--- src/rtl/entrada_serial_medida.sv ---
// Serial measurement-link receiver: 8N1 (or 7E1 with RX_PARIDADE_EN) bytes parsed as "AAA,DDD#".
// Latency: pronto 2 clocks after the '#' stop-bit sample; no backpressure, every frame is published or flagged.
module entrada_serial_medida #(
    parameter int CICLOS_POR_BIT  = 434,
    parameter int CICLOS_MEIO_BIT = CICLOS_POR_BIT / 2
) (
    input  logic        clock,
    input  logic        reset,
    input  logic        entrada_serial,
    output logic [23:0] angulos,
    output logic [11:0] dados,
    output logic        pronto,
    output logic        erro,
    output logic        db_entrada_serial,
    output logic [3:0]  db_estado
);
    localparam int CW = $clog2(CICLOS_POR_BIT + 1);
    localparam logic [CW-1:0] ULTIMO_TICK = CW'(CICLOS_POR_BIT - 1);
    localparam logic [CW-1:0] MEIO_TICK   = CW'(CICLOS_MEIO_BIT - 1);

    typedef enum logic [1:0] {OCIOSO, INICIO, DADOS, PARADA} rx_t;
    typedef enum logic [3:0] {
        AG0 = 4'd0, AG1 = 4'd1, AG2 = 4'd2, VIRG = 4'd3, DS0 = 4'd4,
        DS1 = 4'd5, DS2 = 4'd6, FIM = 4'd7, PUBLICA = 4'd8
    } est_t;

    logic          s1_q, s2_q;
    rx_t           rx_q, rx_d;
    logic [CW-1:0] cont_q, cont_d;
    logic [2:0]    nbit_q, nbit_d;
    logic [7:0]    sr_q, sr_d;
    logic          espera_q, espera_d;
    logic          byte_ok_q, byte_ok_d;
    logic          ferr_q, ferr_d;
    logic          par_ok;
    logic [7:0]    dado;

    est_t          est_q, est_d;
    logic [23:0]   ang_sh_q, ang_sh_d, angulos_q, angulos_d;
    logic [11:0]   dist_sh_q, dist_sh_d, dados_q, dados_d;
    logic          pronto_q, pronto_d, erro_q, erro_d;
    logic          digito, aceito;

    // In 7E1 the shift register's top bit is the parity bit; the character is zero-extended.
`ifdef RX_PARIDADE_EN
    assign par_ok = ~^sr_q;
    assign dado   = {1'b0, sr_q[6:0]};
`else
    assign par_ok = 1'b1;
    assign dado   = sr_q;
`endif

    always_comb begin
        rx_d      = rx_q;
        cont_d    = cont_q;
        nbit_d    = nbit_q;
        sr_d      = sr_q;
        espera_d  = espera_q;
        byte_ok_d = 1'b0;
        ferr_d    = 1'b0;
        case (rx_q)
            OCIOSO: begin
                if (espera_q) begin
                    if (s2_q) espera_d = 1'b0;
                end else if (!s2_q) begin
                    rx_d   = INICIO;
                    cont_d = '0;
                end
            end
            INICIO: begin
                if (cont_q == MEIO_TICK) begin
                    cont_d = '0;
                    nbit_d = 3'd0;
                    rx_d   = s2_q ? OCIOSO : DADOS;
                end else begin
                    cont_d = cont_q + 1'b1;
                end
            end
            DADOS: begin
                if (cont_q == ULTIMO_TICK) begin
                    cont_d = '0;
                    sr_d   = {s2_q, sr_q[7:1]};
                    nbit_d = nbit_q + 3'd1;
                    if (nbit_q == 3'd7) rx_d = PARADA;
                end else begin
                    cont_d = cont_q + 1'b1;
                end
            end
            PARADA: begin
                if (cont_q == ULTIMO_TICK) begin
                    cont_d = '0;
                    rx_d   = OCIOSO;
                    if (s2_q && par_ok) begin
                        byte_ok_d = 1'b1;
                    end else begin
                        ferr_d   = 1'b1;
                        // A low stop bit means we are mid-break: ignore the line until it idles.
                        espera_d = !s2_q;
                    end
                end else begin
                    cont_d = cont_q + 1'b1;
                end
            end
            default: rx_d = OCIOSO;
        endcase
    end

    assign digito = (dado >= 8'h30) && (dado <= 8'h39);

    always_comb begin
        est_d     = est_q;
        ang_sh_d  = ang_sh_q;
        dist_sh_d = dist_sh_q;
        angulos_d = angulos_q;
        dados_d   = dados_q;
        pronto_d  = 1'b0;
        erro_d    = 1'b0;
        aceito    = 1'b0;
        if (est_q == PUBLICA) begin
            angulos_d = ang_sh_q;
            dados_d   = dist_sh_q;
            pronto_d  = 1'b1;
            est_d     = AG0;
        end else if (ferr_q) begin
            erro_d = 1'b1;
            est_d  = AG0;
        end else if (byte_ok_q) begin
            case (est_q)
                AG0:  if (digito) begin aceito = 1'b1; ang_sh_d[23:16] = dado; est_d = AG1; end
                AG1:  if (digito) begin aceito = 1'b1; ang_sh_d[15:8]  = dado; est_d = AG2; end
                AG2:  if (digito) begin aceito = 1'b1; ang_sh_d[7:0]   = dado; est_d = VIRG; end
                VIRG: if (dado == 8'h2C) begin aceito = 1'b1; est_d = DS0; end
                DS0:  if (digito) begin aceito = 1'b1; dist_sh_d[11:8] = dado[3:0]; est_d = DS1; end
                DS1:  if (digito) begin aceito = 1'b1; dist_sh_d[7:4]  = dado[3:0]; est_d = DS2; end
                DS2:  if (digito) begin aceito = 1'b1; dist_sh_d[3:0]  = dado[3:0]; est_d = FIM; end
                FIM:  if (dado == 8'h23) begin aceito = 1'b1; est_d = PUBLICA; end
                default: aceito = 1'b0;
            endcase
            // Stale shadow fields are harmless: every field is rewritten before the next PUBLICA.
            if (!aceito) begin
                erro_d = 1'b1;
                est_d  = AG0;
            end
        end
    end

    always_ff @(posedge clock) begin
        if (reset) begin
            s1_q      <= 1'b1;
            s2_q      <= 1'b1;
            rx_q      <= OCIOSO;
            cont_q    <= '0;
            nbit_q    <= 3'd0;
            sr_q      <= 8'h00;
            espera_q  <= 1'b0;
            byte_ok_q <= 1'b0;
            ferr_q    <= 1'b0;
            est_q     <= AG0;
            ang_sh_q  <= 24'h0;
            dist_sh_q <= 12'h0;
            angulos_q <= 24'h0;
            dados_q   <= 12'h0;
            pronto_q  <= 1'b0;
            erro_q    <= 1'b0;
        end else begin
            s1_q      <= entrada_serial;
            s2_q      <= s1_q;
            rx_q      <= rx_d;
            cont_q    <= cont_d;
            nbit_q    <= nbit_d;
            sr_q      <= sr_d;
            espera_q  <= espera_d;
            byte_ok_q <= byte_ok_d;
            ferr_q    <= ferr_d;
            est_q     <= est_d;
            ang_sh_q  <= ang_sh_d;
            dist_sh_q <= dist_sh_d;
            angulos_q <= angulos_d;
            dados_q   <= dados_d;
            pronto_q  <= pronto_d;
            erro_q    <= erro_d;
        end
    end

    assign angulos           = angulos_q;
    assign dados             = dados_q;
    assign pronto            = pronto_q;
    assign erro              = erro_q;
    assign db_entrada_serial = s2_q;
    assign db_estado         = est_q;
endmodule
--- config.mk ---
export PLATFORM = sky130hd
export DESIGN_NAME = entrada_serial_medida
export DESIGN_NICKNAME = d
export VERILOG_FILES = /design/src/rtl/entrada_serial_medida.sv
export SDC_FILE = /design/constraint.sdc
export NUM_CORES = 1
export LEC_CHECK = 0
export ABC_AREA = 0
export BUFFER_PORTS_ARGS = -buffer_cell sky130_fd_sc_hd__buf_4
export CAP_MARGIN = 10
export CORE_MARGIN = 4
export CORE_UTILIZATION = 60
export CTS_CLUSTER_SIZE = 16
export DETAILED_ROUTE_END_ITERATION = 6
export PLACE_DENSITY_LB_ADDON = 0.12
export SYNTH_ARGS = -nofsm -noshare
export SYNTH_HDL_FRONTEND = slang
export SYNTH_SLANG_ARGS = --single-unit
--- constraint.sdc ---
create_clock -name clock -period 3.2 [get_ports clock]
set_input_delay 0.64 -clock clock [delete_from_list [all_inputs] [get_ports clock]]
set_output_delay 0.64 -clock clock [all_outputs]
set_load 0.005 [all_outputs]
==> flow_summary.rst, run 1 <==
.. list-table::
   :header-rows: 1

   * - Metric
     - Value
   * - Run status
     - finished, final reports clean
   * - Detailed-route wire length per cell
     - 14.19 um
   * - First-iteration detailed-routing DRC count
     - 173
   * - Slew at the pin closest to its max-slew limit
     - 0.9130 ns
   * - Highest achievable clock rate
     - 0.4528 GHz
   * - Routed via count divided by cell count
     - 5.633
   * - Num ports
     - 46
   * - Post-synthesis register bit count
     - 105
   * - Starting Density
     - 63.22%
   * - DRC Markers
     - 0
   * - Router iterations before antenna repair
     - 4
   * - Clock latency on the worst-skew pair
     - 0.37 ns
   * - Length in cells of the worst reg-to-reg path
     - 5
   * - Maximum number of pins on one net before global-route repair
     - 96
   * - Reg-to-reg startpoint
     - dado[1]
   * - Number of enable flip-flop cells after synthesis
     - 0
   * - Number of distinct standard cells referenced by the synthesized netlist
     - 50
   * - TritonCTS buffer count
     - 9
   * - Share of cells above drive strength 1
     - 15.11%
   * - Total Wirelength
     - 8231 um
   * - Endpoints failing setup
     - 0
   * - Dpl cells
     - 564
   * - Ant diodes
     - 0
   * - Number of nets produced by synthesis
     - 474
   * - Type of the worst min-delay path
     - reg -> reg
   * - Instance area at placement
     - 4496 sq um
   * - Hold Crit Start
     - s1_q
   * - Total routing usage reported by global routing
     - 20.91%
   * - Number of port buffers
     - 45
   * - Leakage component of the power
     - 0.001754 uW
   * - Resize count post-CTS
     - 0
   * - Commonest cells after routing, fill and taps aside
     - dfxtp_1, nand2_1, nor2_1
   * - Overflow left after global routing
     - 0
   * - CP startpoint
     - dado[1]
   * - Area delta synth->final
     - 13.48%
   * - Synthesized netlist cell count
     - 466
   * - Setup repair after global routing missed its margin
     - false
   * - Final cycle utilization of the critical path
     - 69.02%
   * - YS warnings
     - 0
   * - Count of hold-fix buffers inserted at cts
     - 0
   * - Total core area
     - 6531 sq um
   * - Worst VDD drop
     - 336.9 uV
   * - Hold-critical path depth
     - 1
   * - Die W
     - 90.96 um
   * - Number of antenna violations at the first check in global routing
     - 0
   * - CP Launch Type
     - flip-flop
   * - Clock tree buffer depth
     - 2
   * - Row Count
     - 29
   * - Slew headroom
     - 39.13%
   * - Average footprint of a synthesized cell
     - 8.860 sq um
   * - Mapped cell area
     - 4129 sq um
   * - Detailed Place HPWL
     - 5601 um
   * - Worst Path Required
     - 3.44 ns
   * - Routability-driven placement congestion ratio
     - 0.9145
   * - H-Tree Level Count
     - 3
   * - Clock-pin slew on the worst setup and hold paths
     - 0.11 ns
   * - Setup Total Neg Slack
     - 0 ns
   * - Reg-to-reg endpoint
     - ang_sh_q[9]
   * - End of the worst hold path
     - db_entrada_serial
   * - Global-route wire length before repair
     - 14,510 um
   * - Clock tree from TritonCTS
     - done
   * - Floorplan die height
     - 90.96 um
   * - Post-route insts no fill
     - 580
   * - Number of failing hold endpoints at the final stage
     - 0
   * - Crit Path Category
     - reg -> reg
   * - Arrival time at the worst endpoint
     - 2.44 ns
   * - Async set-reset flop share out of synthesis
     - 0%
   * - Count of nets left with antenna violations after detail routing
     - 0
   * - Hold_ws
     - 0.4409 ns
   * - Clock root buffer master
     - clkbuf_8
   * - Sinks on Clock Net
     - 105
   * - Number of pins exceeding their max-slew limit in the final report
     - 0
   * - Setup bufs post-CTS
     - 0
   * - Total Die Area
     - 8273 sq um
   * - Nets
     - 506
   * - Sort of element at the end of the critical path
     - flip-flop
   * - Commonest non-fill, non-tap cell in the layout
     - dfxtp_1
   * - Register-to-Register Setup Slack
     - 0.99 ns
   * - PwrDens
     - 452.7 nW/um^2
   * - Number of violations of the max-capacitance limit
     - 0
   * - Predominant post-synthesis flop cell
     - dfxtp_1
   * - Worst clock skew on the final layout
     - 0.009354 ns
   * - Sequential-to-total area share from yosys stat
     - 50.91%
   * - Post-layout utilization of the core
     - 71.74%
   * - Final critical delay including setup and external delays
     - 2.209 ns
   * - Maximum fanout along the worst path
     - 11
   * - Final standard cell area without fillers
     - 4686 sq um
   * - Via count of the first global-routing pass
     - 3,157
   * - Via count
     - 3,267
[critical path, stage by stage, from the launching register on]
cell,delay (ns)
dfxtp_1,0.45
o21ai_1,0.40
nand4_2,0.26
nor3_2,0.62
mux2i_1,0.29
nor2_1,0.05
[per-stage QoR]
step / power, uW / worst slack [ns]
5_1_grt: 2194 / 0.8240
3_3_place_gp: 1376 / 1.044
6_report: 2121 / 0.9915
3_5_place_dp: 1377 / 0.9946
2_1_floorplan: 1368 / 1.384
4_1_cts: 2138 / 0.9750
[synthesized netlist by cell type (3+ instances only)]
library cell | instances | area (sq um)
clkbuf_1 | 22 | 82.58
a21boi_0 | 3 | 22.52
nor3_1 | 7 | 35.03
ha_1 | 5 | 62.56
a31oi_1 | 3 | 18.77
dfxtp_1 | 105 | 2102
mux2i_1 | 35 | 350.3
and2_1 | 4 | 25.02
or2_2 | 3 | 18.77
buf_2 | 5 | 25.02
nor2_1 | 57 | 214.0
o21ai_0 | 5 | 25.02
nor3b_1 | 8 | 60.06
nand3_1 | 7 | 35.03
inv_1 | 7 | 26.28
a211oi_1 | 3 | 22.52
nor4_1 | 3 | 18.77
nand2_1 | 95 | 356.6
a21oi_1 | 46 | 230.2
nand4b_1 | 3 | 26.28
nand3b_1 | 4 | 30.03
[cells by family (layout without fill, tap and decap cells)]
group                      count (synthesis)  after routing  share of synthesized area [%]
muxes                                     35             35                          8.485
and+or+nand+nor                          212            212                          25.24
AOI/OAI and AO/OA                         72             72                          10.06
xor gates and xnor gates                   2              2                         0.4243
DFF                                      105            105                          50.91
adders and majority gates                  5              5                          1.515
buffers and inverters                     35             72                          3.364
[registers in the layout, summed over array words and instances (netlist names), 3 cells and up, named ones only]
signal     cells
db_estado      4
angulos       24
dados         12
nbit_q         3
ang_sh_q      24
dist_sh_q     12
cont_q         9
dado           8
[where the power goes]
part           switching (uW)  internal (uW)
logic                    26.5           8.93
clock network             474            300
registers                3.37           1310
total                     504           1620
[area by class of cell]
class / count / area (sq um)
Inverter: 7 / 26.28
Tap cell: 77 / 96.34
Sequential cell: 105 / 2102
Multi-Input combinational cell: 326 / 1903
Fill cell: 508 / 1846
Clock buffer: 9 / 123.9
Timing Repair Buffer: 49 / 367.9
Clock inverter: 7 / 66.31
[per-layer routing]
layer | track usage (%) | up-vias | part of all wire (%)
met5 | 0 | - | 0
met4 | 6.784 | 0 | 1.1
met3 | 5.289 | 8 | 4.2
met2 | 34.95 | 69 | 49
met1 | 26.56 | 1549 | 46
li1 | - | 1641 | -
[worst max path at each step]
stage | end | slack, ns | depth (start not counted)
finish | ang_sh_q[9] | 0.99 | 5
global route | ang_sh_q[1] | 0.82 | 5
CTS | ang_sh_q[9] | 0.98 | 5
detailed placement | cont_q[2] | 0.99 | 4
global placement | cont_q[6] | 1.04 | 4
floorplan | ang_sh_q[0] | 1.38 | 5
(Power assumes the default switching activity.)
==> run 2: changes to the inputs <==
--- a/config.mk
+++ b/config.mk
@@ -9,7 +9,7 @@
 export BUFFER_PORTS_ARGS = -buffer_cell sky130_fd_sc_hd__buf_4
 export CAP_MARGIN = 10
 export CORE_MARGIN = 4
-export CORE_UTILIZATION = 60
+export CORE_UTILIZATION = 57
 export CTS_CLUSTER_SIZE = 16
 export DETAILED_ROUTE_END_ITERATION = 6
 export PLACE_DENSITY_LB_ADDON = 0.12
==> constraint.sdc (replaced) <==
create_clock -name clock -period 2.2 [get_ports clock]
set_input_delay 0.44 -clock clock [delete_from_list [all_inputs] [get_ports clock]]
set_output_delay 0.44 -clock clock [all_outputs]
set_load 0.005 [all_outputs]
==> run 2 against run 1 <==
Sequential cell count unchanged. Worst setup slack got worse by 0.75 ns. Global-route usage down 0.30 points. Hold slack worse by 0.19 ns. Via count is essentially flat. Non-clock buffer count grew 14. Sequential share of layout area decreased by 1.2 points. Sequential power is 46% higher. Clock power rose by 45%. Combinational power is 64% higher. Cell count rose by 5.7%. Clock skew grew 0.00058 ns.
==> flow_summary.rst, run 2 (synthesis gave the netlist of run 1 again) <==
.. list-table::
   :header-rows: 1

   * - Metric
     - Value
   * - Critical Path, Cell by Cell
     - nor4b_4 -> nand4_2 -> nor4b_4 -> mux2i_1 -> nor2_1 (was o21ai_1 -> nand4_2 -> nor3_2 -> mux2i_1 -> nor2_1)
   * - Slew at the pin closest to its max-slew limit
     - 0.6173 ns (was 0.9130 ns)
   * - Router iterations before antenna repair
     - 4 (unchanged)
   * - Sinks on Clock Net
     - 105 (unchanged)
   * - Commonest cells after routing, fill and taps aside
     - dfxtp_1, nand2_1, buf_4 (was dfxtp_1, nand2_1, nor2_1)
   * - Worst clock skew on the final layout
     - 0.009935 ns (was 0.009354 ns)
   * - First-iteration detailed-routing DRC count
     - 243 (was 173)
   * - Die W
     - 93.11 um (was 90.96 um)
   * - Starting Density
     - 59.78% (was 63.22%)
   * - Num ports
     - 46 (unchanged)
   * - Nets
     - 520 (was 506)
   * - Commonest non-fill, non-tap cell in the layout
     - dfxtp_1 (unchanged)
   * - Switching share of total power
     - 22.88% (was 23.76%)
   * - Routed via count divided by cell count
     - 5.328 (was 5.633)
   * - Number of port buffers
     - 45 (unchanged)
   * - Overflow left after global routing
     - 0 (unchanged)
   * - Maximum number of pins on one net before global-route repair
     - 47 (was 96)
   * - Row Count
     - 30 (was 29)
   * - Setup bufs post-CTS
     - 0 (unchanged)
   * - Stages on the worst setup path
     - 5 (unchanged)
   * - Worst VDD drop
     - 554.7 uV (was 336.9 uV)
   * - Total Wirelength
     - 8237 um (was 8231 um)
   * - PwrDens
     - 641.2 nW/um^2 (was 452.7 nW/um^2)
   * - Family with the most delay on the worst path
     - simple AND/OR/NAND/NOR gates (unchanged)
   * - DRC Markers
     - 0 (unchanged)
   * - Slew headroom
     - 58.79% (was 39.13%)
   * - Setup Total Neg Slack
     - 0 ns (unchanged)
   * - Most frequent CP cell
     - nor4b_4
   * - Share of cells above drive strength 1
     - 17.41% (was 15.11%)
   * - Clock-pin slew on the worst setup and hold paths
     - 0.10 ns (was 0.11 ns)
   * - Setup repair after global routing missed its margin
     - false (unchanged)
   * - Type of the worst min-delay path
     - in -> reg (was reg -> reg)
   * - Detailed Place HPWL
     - 5722 um (was 5601 um)
   * - Floorplan die height
     - 93.11 um (was 90.96 um)
   * - Run status
     - finished, final reports clean (unchanged)
   * - H-Tree Level Count
     - 3 (unchanged)
   * - Internal power contribution
     - 2382 uW (was 1617 uW)
   * - Crit Path Category
     - reg -> reg (unchanged)
   * - Number of failing hold endpoints at the final stage
     - 0 (unchanged)
   * - Reg power frac
     - 61.7% (was 61.8%)
   * - Number of pins exceeding their max-slew limit in the final report
     - 0 (unchanged)
   * - Worst path buffer plus inverter count
     - 0 (unchanged)
   * - Total core area
     - 6907 sq um (was 6531 sq um)
   * - Clock latency on the worst-skew pair
     - 0.36 ns (was 0.37 ns)
   * - Ant diodes
     - 0 (unchanged)
   * - Clock tree from TritonCTS
     - done (unchanged)
   * - Number of antenna violations at the first check in global routing
     - 0 (unchanged)
   * - Detailed-route wire length per cell
     - 13.44 um (was 14.19 um)
   * - Worst stage delay on the critical path
     - 0.48 ns (was 0.62 ns)
   * - Total routing usage reported by global routing
     - 20.61% (was 20.91%)
   * - Total Die Area
     - 8669 sq um (was 8273 sq um)
   * - Length in cells of the worst reg-to-reg path
     - 5 (unchanged)
   * - Hold_ws
     - 0.2515 ns (was 0.4409 ns)
   * - Fill count
     - 588 (was 508)
   * - Share of total power in combinational logic
     - 1.9% (was 1.7%)
   * - Via count of the first global-routing pass
     - 3,039 (was 3,157)
   * - Count of nets left with antenna violations after detail routing
     - 0 (unchanged)
   * - Highest achievable clock rate
     - 0.5096 GHz (was 0.4528 GHz)
   * - Final critical delay including setup and external delays
     - 1.962 ns (was 2.209 ns)
   * - Area delta synth->final
     - 16.67% (was 13.48%)
   * - Hold-critical path depth
     - 2 (was 1)
   * - CP Launch Type
     - flip-flop (unchanged)
   * - Max stage delay cell, worst path
     - nor4b_4 (was nor3_2)
   * - Sort of element at the end of the critical path
     - flip-flop (unchanged)
   * - Clock root buffer master
     - clkbuf_8 (unchanged)
   * - Leakage component of the power
     - 0.001825 uW (was 0.001754 uW)
   * - Psw
     - 706.6 uW (was 504.1 uW)
   * - Final cycle utilization of the critical path
     - 89.20% (was 69.02%)
   * - Worst Path Required
     - 2.44 ns (was 3.44 ns)
   * - Clock tree buffer depth
     - 2 (unchanged)
   * - Routability-driven placement congestion ratio
     - 0.8515 (was 0.9145)
   * - Number of violations of the max-capacitance limit
     - 0 (unchanged)
   * - TritonCTS buffer count
     - 9 (unchanged)
   * - Clock share of power
     - 36.4% (was 36.5%)
   * - Maximum fanout along the worst path
     - 6 (was 11)
   * - Via count
     - 3,266 (was 3,267)
   * - Arrival time at the worst endpoint
     - 2.21 ns (was 2.44 ns)
   * - Global-route wire length before repair
     - 14,480 um (was 14,510 um)
   * - Endpoints failing setup
     - 0 (unchanged)
run 2: cell types whose count changed in the layout (fill, tap and decap cells not counted), sizes merged:
| cell | change |
|---|---|
| inv | +1 |
| clkinv | -3 |
| clkbuf | +2 |
| buf | +14 |
run 2: worst paths after layout:
kind | slack [ns] | to | startpoint
setup / recovery | 0.24 | ang_sh_q[1] | dado[7]
hold / removal | 0.25 | s1_q | entrada_serial
setup reg to reg | 0.24 | ang_sh_q[1] | dado[7]
hold reg to reg | 0.42 | db_entrada_serial | s1_q
run 2: worst reg2reg max path: cells and delay by family (launching register included):
| kind | cells | cell delay, ns |
|---|---|---|
| DFF | 1 | 0.37 |
| muxes | 1 | 0.24 |
| and+or+nand+nor | 4 | 1.24 |
run 2: stage by stage:
| stage | power (uW) | area [sq um] | util, % | worst slack (ns) | instances |
|---|---|---|---|---|---|
| 6_report | 3089 | 4817 | 69.75 | 0.2375 | 613 |
| 2_1_floorplan | 1989 | 4129 | - | 0.3839 | 466 |
| 4_1_cts | 3136 | 4812 | 69.67 | 0.1417 | 613 |
| 5_1_grt | 3223 | 4817 | 69.75 | 0.01707 | 613 |
| 3_5_place_dp | 2008 | 4624 | 66.96 | 0.1720 | 597 |
| 3_3_place_gp | 2007 | 4624 | 66.96 | 0.2393 | 597 |
run 2: final cells by class:
cell class                 instances  area [sq um]  area share [%]
clock buffer                      11         141.4           2.935
clock inverter                     5         46.29          0.9610
inverter                           7         26.28          0.5455
multi-input combinational        326          1908           39.61
sequential                       105          2102           43.64
tap                               96         120.1           2.494
timing repair buffer              63         473.0           9.818
run 2: layer usage:
| layer | track usage (%) | wire (um) |
|---|---|---|
| met4 | 7.937 | 85 |
| met5 | 0 | 0 |
| met3 | 4.344 | 390 |
| met1 | 27.52 | 3907 |
| met2 | 32.75 | 3854 |
run 2: power groups by stage:
stage	clock network, uW	registers [uW]	logic, uW
final	1120	1910	58.1
after global routing	1250	1910	65.5
after CTS	1170	1910	57.8
after detailed placement	0	1950	57.6
after global placement	0	1950	56.9
after floorplan	0	1950	40.1
run 2: what timing repair did:
item | 4_1_cts | 5_1_grt
resized for setup | 0 | 1
hold buffers | 0 | 0
setup endpoints to repair | 0 | 4
==> run 3: changes to the inputs <==
--- a/config.mk
+++ b/config.mk
@@ -5,11 +5,11 @@
 export SDC_FILE = /design/constraint.sdc
 export NUM_CORES = 1
 export LEC_CHECK = 0
-export ABC_AREA = 0
+export ABC_AREA = 1
 export BUFFER_PORTS_ARGS = -buffer_cell sky130_fd_sc_hd__buf_4
 export CAP_MARGIN = 10
 export CORE_MARGIN = 4
-export CORE_UTILIZATION = 57
+export CORE_UTILIZATION = 58
 export CTS_CLUSTER_SIZE = 16
 export DETAILED_ROUTE_END_ITERATION = 6
 export PLACE_DENSITY_LB_ADDON = 0.12
==> run 3 against run 2 <==
Cell area fell by 2.1%. Clock power rose by 9%. Global-route usage rose by 0.16 points. Via count rose by 8.4%.
==> flow_summary.rst, run 3 <==
.. list-table::
   :header-rows: 1

   * - Metric
     - Value
   * - Reg-to-reg startpoint
     - db_estado[0] (was dado[7])
   * - Async set-reset flop share out of synthesis
     - 0% (unchanged)
   * - Hold-critical path depth
     - 2 (unchanged)
   * - Uppermost metal layer occupied by signal nets
     - met4 (unchanged)
   * - Row Count
     - 30 (unchanged)
   * - Worst stage delay on the critical path
     - 0.51 ns (was 0.48 ns)
   * - Post-synthesis register bit count
     - 105 (unchanged)
   * - Met1 layer wirelength in the final routing
     - 3819 um (was 3907 um)
   * - TritonCTS buffer count
     - 9 (unchanged)
   * - Detailed-route wire length per cell
     - 12.59 um (was 13.44 um)
   * - Sinks on Clock Net
     - 105 (unchanged)
   * - Sequential-to-total area share from yosys stat
     - 50.62% (was 50.91%)
   * - Internal power contribution
     - 2511 uW (was 2382 uW)
   * - Clock tree buffer depth
     - 2 (unchanged)
   * - Sort of element at the end of the critical path
     - flip-flop (unchanged)
   * - Max stage delay cell, worst path
     - nor2_4 (was nor4b_4)
   * - Critical Path, Cell by Cell
     - nor2_2 -> nand2_2 -> nor2_4 -> inv_1 -> o21ai_0 (was nor4b_4 -> nand4_2 -> nor4b_4 -> mux2i_1 -> nor2_1)
   * - Worst Path Required
     - 2.48 ns (was 2.44 ns)
   * - Crit Path Category
     - reg -> reg (unchanged)
   * - H-Tree Level Count
     - 3 (unchanged)
   * - End of the worst hold path
     - s1_q (unchanged)
   * - Worst VDD drop
     - 471.2 uV (was 554.7 uV)
   * - Resize count post-CTS
     - 0 (unchanged)
   * - CP Launch Type
     - flip-flop (unchanged)
   * - Switching share of total power
     - 22.96% (was 22.88%)
   * - Global-route wire length before repair
     - 14,520 um (was 14,480 um)
   * - Highest achievable clock rate
     - 0.5426 GHz (was 0.5096 GHz)
   * - Final cycle utilization of the critical path
     - 83.77% (was 89.20%)
   * - Floorplan die height
     - 92.62 um (was 93.11 um)
   * - Synthesized netlist cell count
     - 546 (was 466)
   * - Psw
     - 748.2 uW (was 706.6 uW)
   * - Overflow left after global routing
     - 0 (unchanged)
   * - Final critical delay including setup and external delays
     - 1.843 ns (was 1.962 ns)
   * - Instance area at placement
     - 4506 sq um (was 4624 sq um)
   * - Maximum fanout along the worst path
     - 28 (was 6)
   * - Number of antenna violations at the first check in global routing
     - 0 (unchanged)
   * - Hold Crit Start
     - entrada_serial (unchanged)
   * - Number of nets produced by synthesis
     - 554 (was 474)
   * - Router iterations before antenna repair
     - 4 (unchanged)
   * - Final standard cell area without fillers
     - 4716 sq um (was 4817 sq um)
   * - Starting Density
     - 60.46% (was 59.78%)
   * - Commonest cells after routing, fill and taps aside
     - nand2_1, dfxtp_1, nand3_1 (was dfxtp_1, nand2_1, buf_4)
   * - Share of total power in combinational logic
     - 3.6% (was 1.9%)
   * - Register-to-Register Setup Slack
     - 0.36 ns (was 0.24 ns)
   * - Routability-driven placement congestion ratio
     - 0.8096 (was 0.8515)
   * - Worst path buffer plus inverter count
     - 1 (was 0)
   * - Run status
     - finished, final reports clean (unchanged)
   * - Ant diodes
     - 0 (unchanged)
   * - Worst clock skew on the final layout
     - 0.01155 ns (was 0.009935 ns)
   * - Slew headroom
     - 59.50% (was 58.79%)
   * - Slew at the pin closest to its max-slew limit
     - 0.6061 ns (was 0.6173 ns)
   * - Share of cells above drive strength 1
     - 14.48% (was 17.41%)
   * - DRC Markers
     - 0 (unchanged)
   * - Type of the worst min-delay path
     - in -> reg (unchanged)
   * - Predominant post-synthesis flop cell
     - dfxtp_1 (unchanged)
   * - First-iteration detailed-routing DRC count
     - 155 (was 243)
   * - Met3 layer wire length in the routed design
     - 383 um (was 390 um)
   * - Setup Total Neg Slack
     - 0 ns (unchanged)
   * - Detailed Place HPWL
     - 6075 um (was 5722 um)
   * - Mapped cell area
     - 4153 sq um (was 4129 sq um)
   * - Reg-to-reg endpoint
     - angulos[6] (was ang_sh_q[1])
   * - Via count of the first global-routing pass
     - 3,194 (was 3,039)
   * - Via count
     - 3,541 (was 3,266)
   * - Number of pins exceeding their max-slew limit in the final report
     - 0 (unchanged)
   * - List of most frequent post-synthesis cells
     - nand2_1, dfxtp_1, nand3_1, a21oi_1, inv_1 (was dfxtp_1, nand2_1, nor2_1, a21oi_1, mux2i_1)
   * - Commonest non-fill, non-tap cell in the layout
     - nand2_1 (was dfxtp_1)
   * - Met2 WL post-DR
     - 4338 um (was 3854 um)
   * - YS warnings
     - 0 (unchanged)
   * - Number of violations of the max-capacitance limit
     - 0 (unchanged)
   * - Die W
     - 92.62 um (was 93.11 um)
   * - Endpoints failing setup
     - 0 (unchanged)
   * - Total Wirelength
     - 8602 um (was 8237 um)
   * - Post-layout utilization of the core
     - 68.65% (was 69.75%)
   * - Leakage component of the power
     - 0.001973 uW (was 0.001825 uW)
   * - Top cells by area in the synthesized netlist
     - dfxtp_1, nand2_1, nand3_1 (was dfxtp_1, nand2_1, mux2i_1)
   * - Number of distinct standard cells referenced by the synthesized netlist
     - 31 (was 50)
   * - Setup bufs post-CTS
     - 0 (unchanged)
   * - Nets
     - 590 (was 520)
   * - Library cell with the highest instance count after synthesis
     - nand2_1 (was dfxtp_1)
   * - Count of hold-fix buffers inserted at cts
     - 0 (unchanged)
   * - Clock root buffer master
     - clkbuf_8 (unchanged)
   * - Number of port buffers
     - 45 (unchanged)
   * - Total core area
     - 6869 sq um (was 6907 sq um)
   * - Clock share of power
     - 37.4% (was 36.4%)
   * - Number of failing hold endpoints at the final stage
     - 0 (unchanged)
   * - Area fraction of the dominant cell type after synthesis
     - 50.62% (was 50.91%)
   * - Area delta synth->final
     - 13.56% (was 16.67%)
   * - Maximum number of pins on one net before global-route repair
     - 42 (was 47)
   * - Clock-pin slew on the worst setup and hold paths
     - 0.09 ns (was 0.10 ns)
   * - Biggest area consumer among synthesized cells
     - dfxtp_1 (unchanged)
   * - Reg power frac
     - 59.0% (was 61.7%)
   * - Family with the most delay on the worst path
     - simple AND/OR/NAND/NOR gates (unchanged)
   * - Average footprint of a synthesized cell
     - 7.606 sq um (was 8.860 sq um)
   * - Arrival time at the worst endpoint
     - 2.13 ns (was 2.21 ns)
   * - Count of nets left with antenna violations after detail routing
     - 0 (unchanged)
   * - Setup repair after global routing missed its margin
     - false (unchanged)
   * - Number of enable flip-flop cells after synthesis
     - 0 (unchanged)
   * - Clock latency on the worst-skew pair
     - 0.36 ns (about the same)
   * - Total Die Area
     - 8578 sq um (was 8669 sq um)
   * - PwrDens
     - 691.1 nW/um^2 (was 641.2 nW/um^2)
   * - Total routing usage reported by global routing
     - 20.77% (was 20.61%)
   * - Routed via count divided by cell count
     - 5.184 (was 5.328)
   * - Length in cells of the worst reg-to-reg path
     - 5 (unchanged)
   * - Num ports
     - 46 (unchanged)
   * - Clock tree from TritonCTS
     - done (unchanged)
## run 3: worst max-delay path by stage
| stage | slack (ns) | end | from | cells after the start |
|---|---|---|---|---|
| after floorplan | 0.83 | dado[5] | cont_q[0] | 9 |
| after global placement | 0.45 | nbit_q[1] | cont_q[1] | 11 |
| after detailed placement | 0.38 | nbit_q[2] | cont_q[1] | 11 |
| after CTS | 0.34 | angulos[4] | db_estado[0] | 5 |
| after global routing | 0.04 | nbit_q[1] | cont_q[1] | 11 |
| final | 0.36 | angulos[6] | db_estado[0] | 5 |
## run 3: cells by family (layout without fill, tap and decap cells)
kind of cell | count (synthesis) | count (layout) | share of synthesized area (%)
buffers and inverters | 75 | 116 | 7.863
adders and majority gates | 5 | 5 | 1.506
DFF | 105 | 105 | 50.62
AOI/OAI and AO/OA | 86 | 86 | 10.61
and+or+nand+nor | 275 | 275 | 29.41
## run 3: through the flow
stage	total power [uW]	hold WS [ns]	worst slack [ns]	cells
after floorplan	2048	0.3895	0.8317	546
after global placement	2081	0.3983	0.4546	667
after detailed placement	2086	0.4025	0.3781	667
after CTS	3283	0.2647	0.3374	683
after global routing	3398	0.2621	0.04105	683
final	3259	0.2728	0.3570	683
## run 3: power groups by stage
stage                     sequential (uW)  combinational [uW]  clock [uW]
final                                1920                 119        1220
after global routing                 1920                 137        1340
after CTS                            1920                 119        1240
after detailed placement             1970                 119           0
after global placement               1970                 115           0
after floorplan                      1960                85.3           0
## run 3: metal layers
metal,GRT usage (%),vias to the layer above
met4,7.570,0
li1,-,1829
met2,35.17,75
met1,26.26,1633
met3,4.143,4
met5,0,-
## run 3: area by class of cell
cell class	count	area [sq um]
clock buffers	10	137.6
clock inverters	6	72.57
fillers	628	2153
inverters	51	191.4
multi-input cells	366	1724
flip-flops and latches	105	2102
well taps	96	120.1
repair buffers	49	367.9
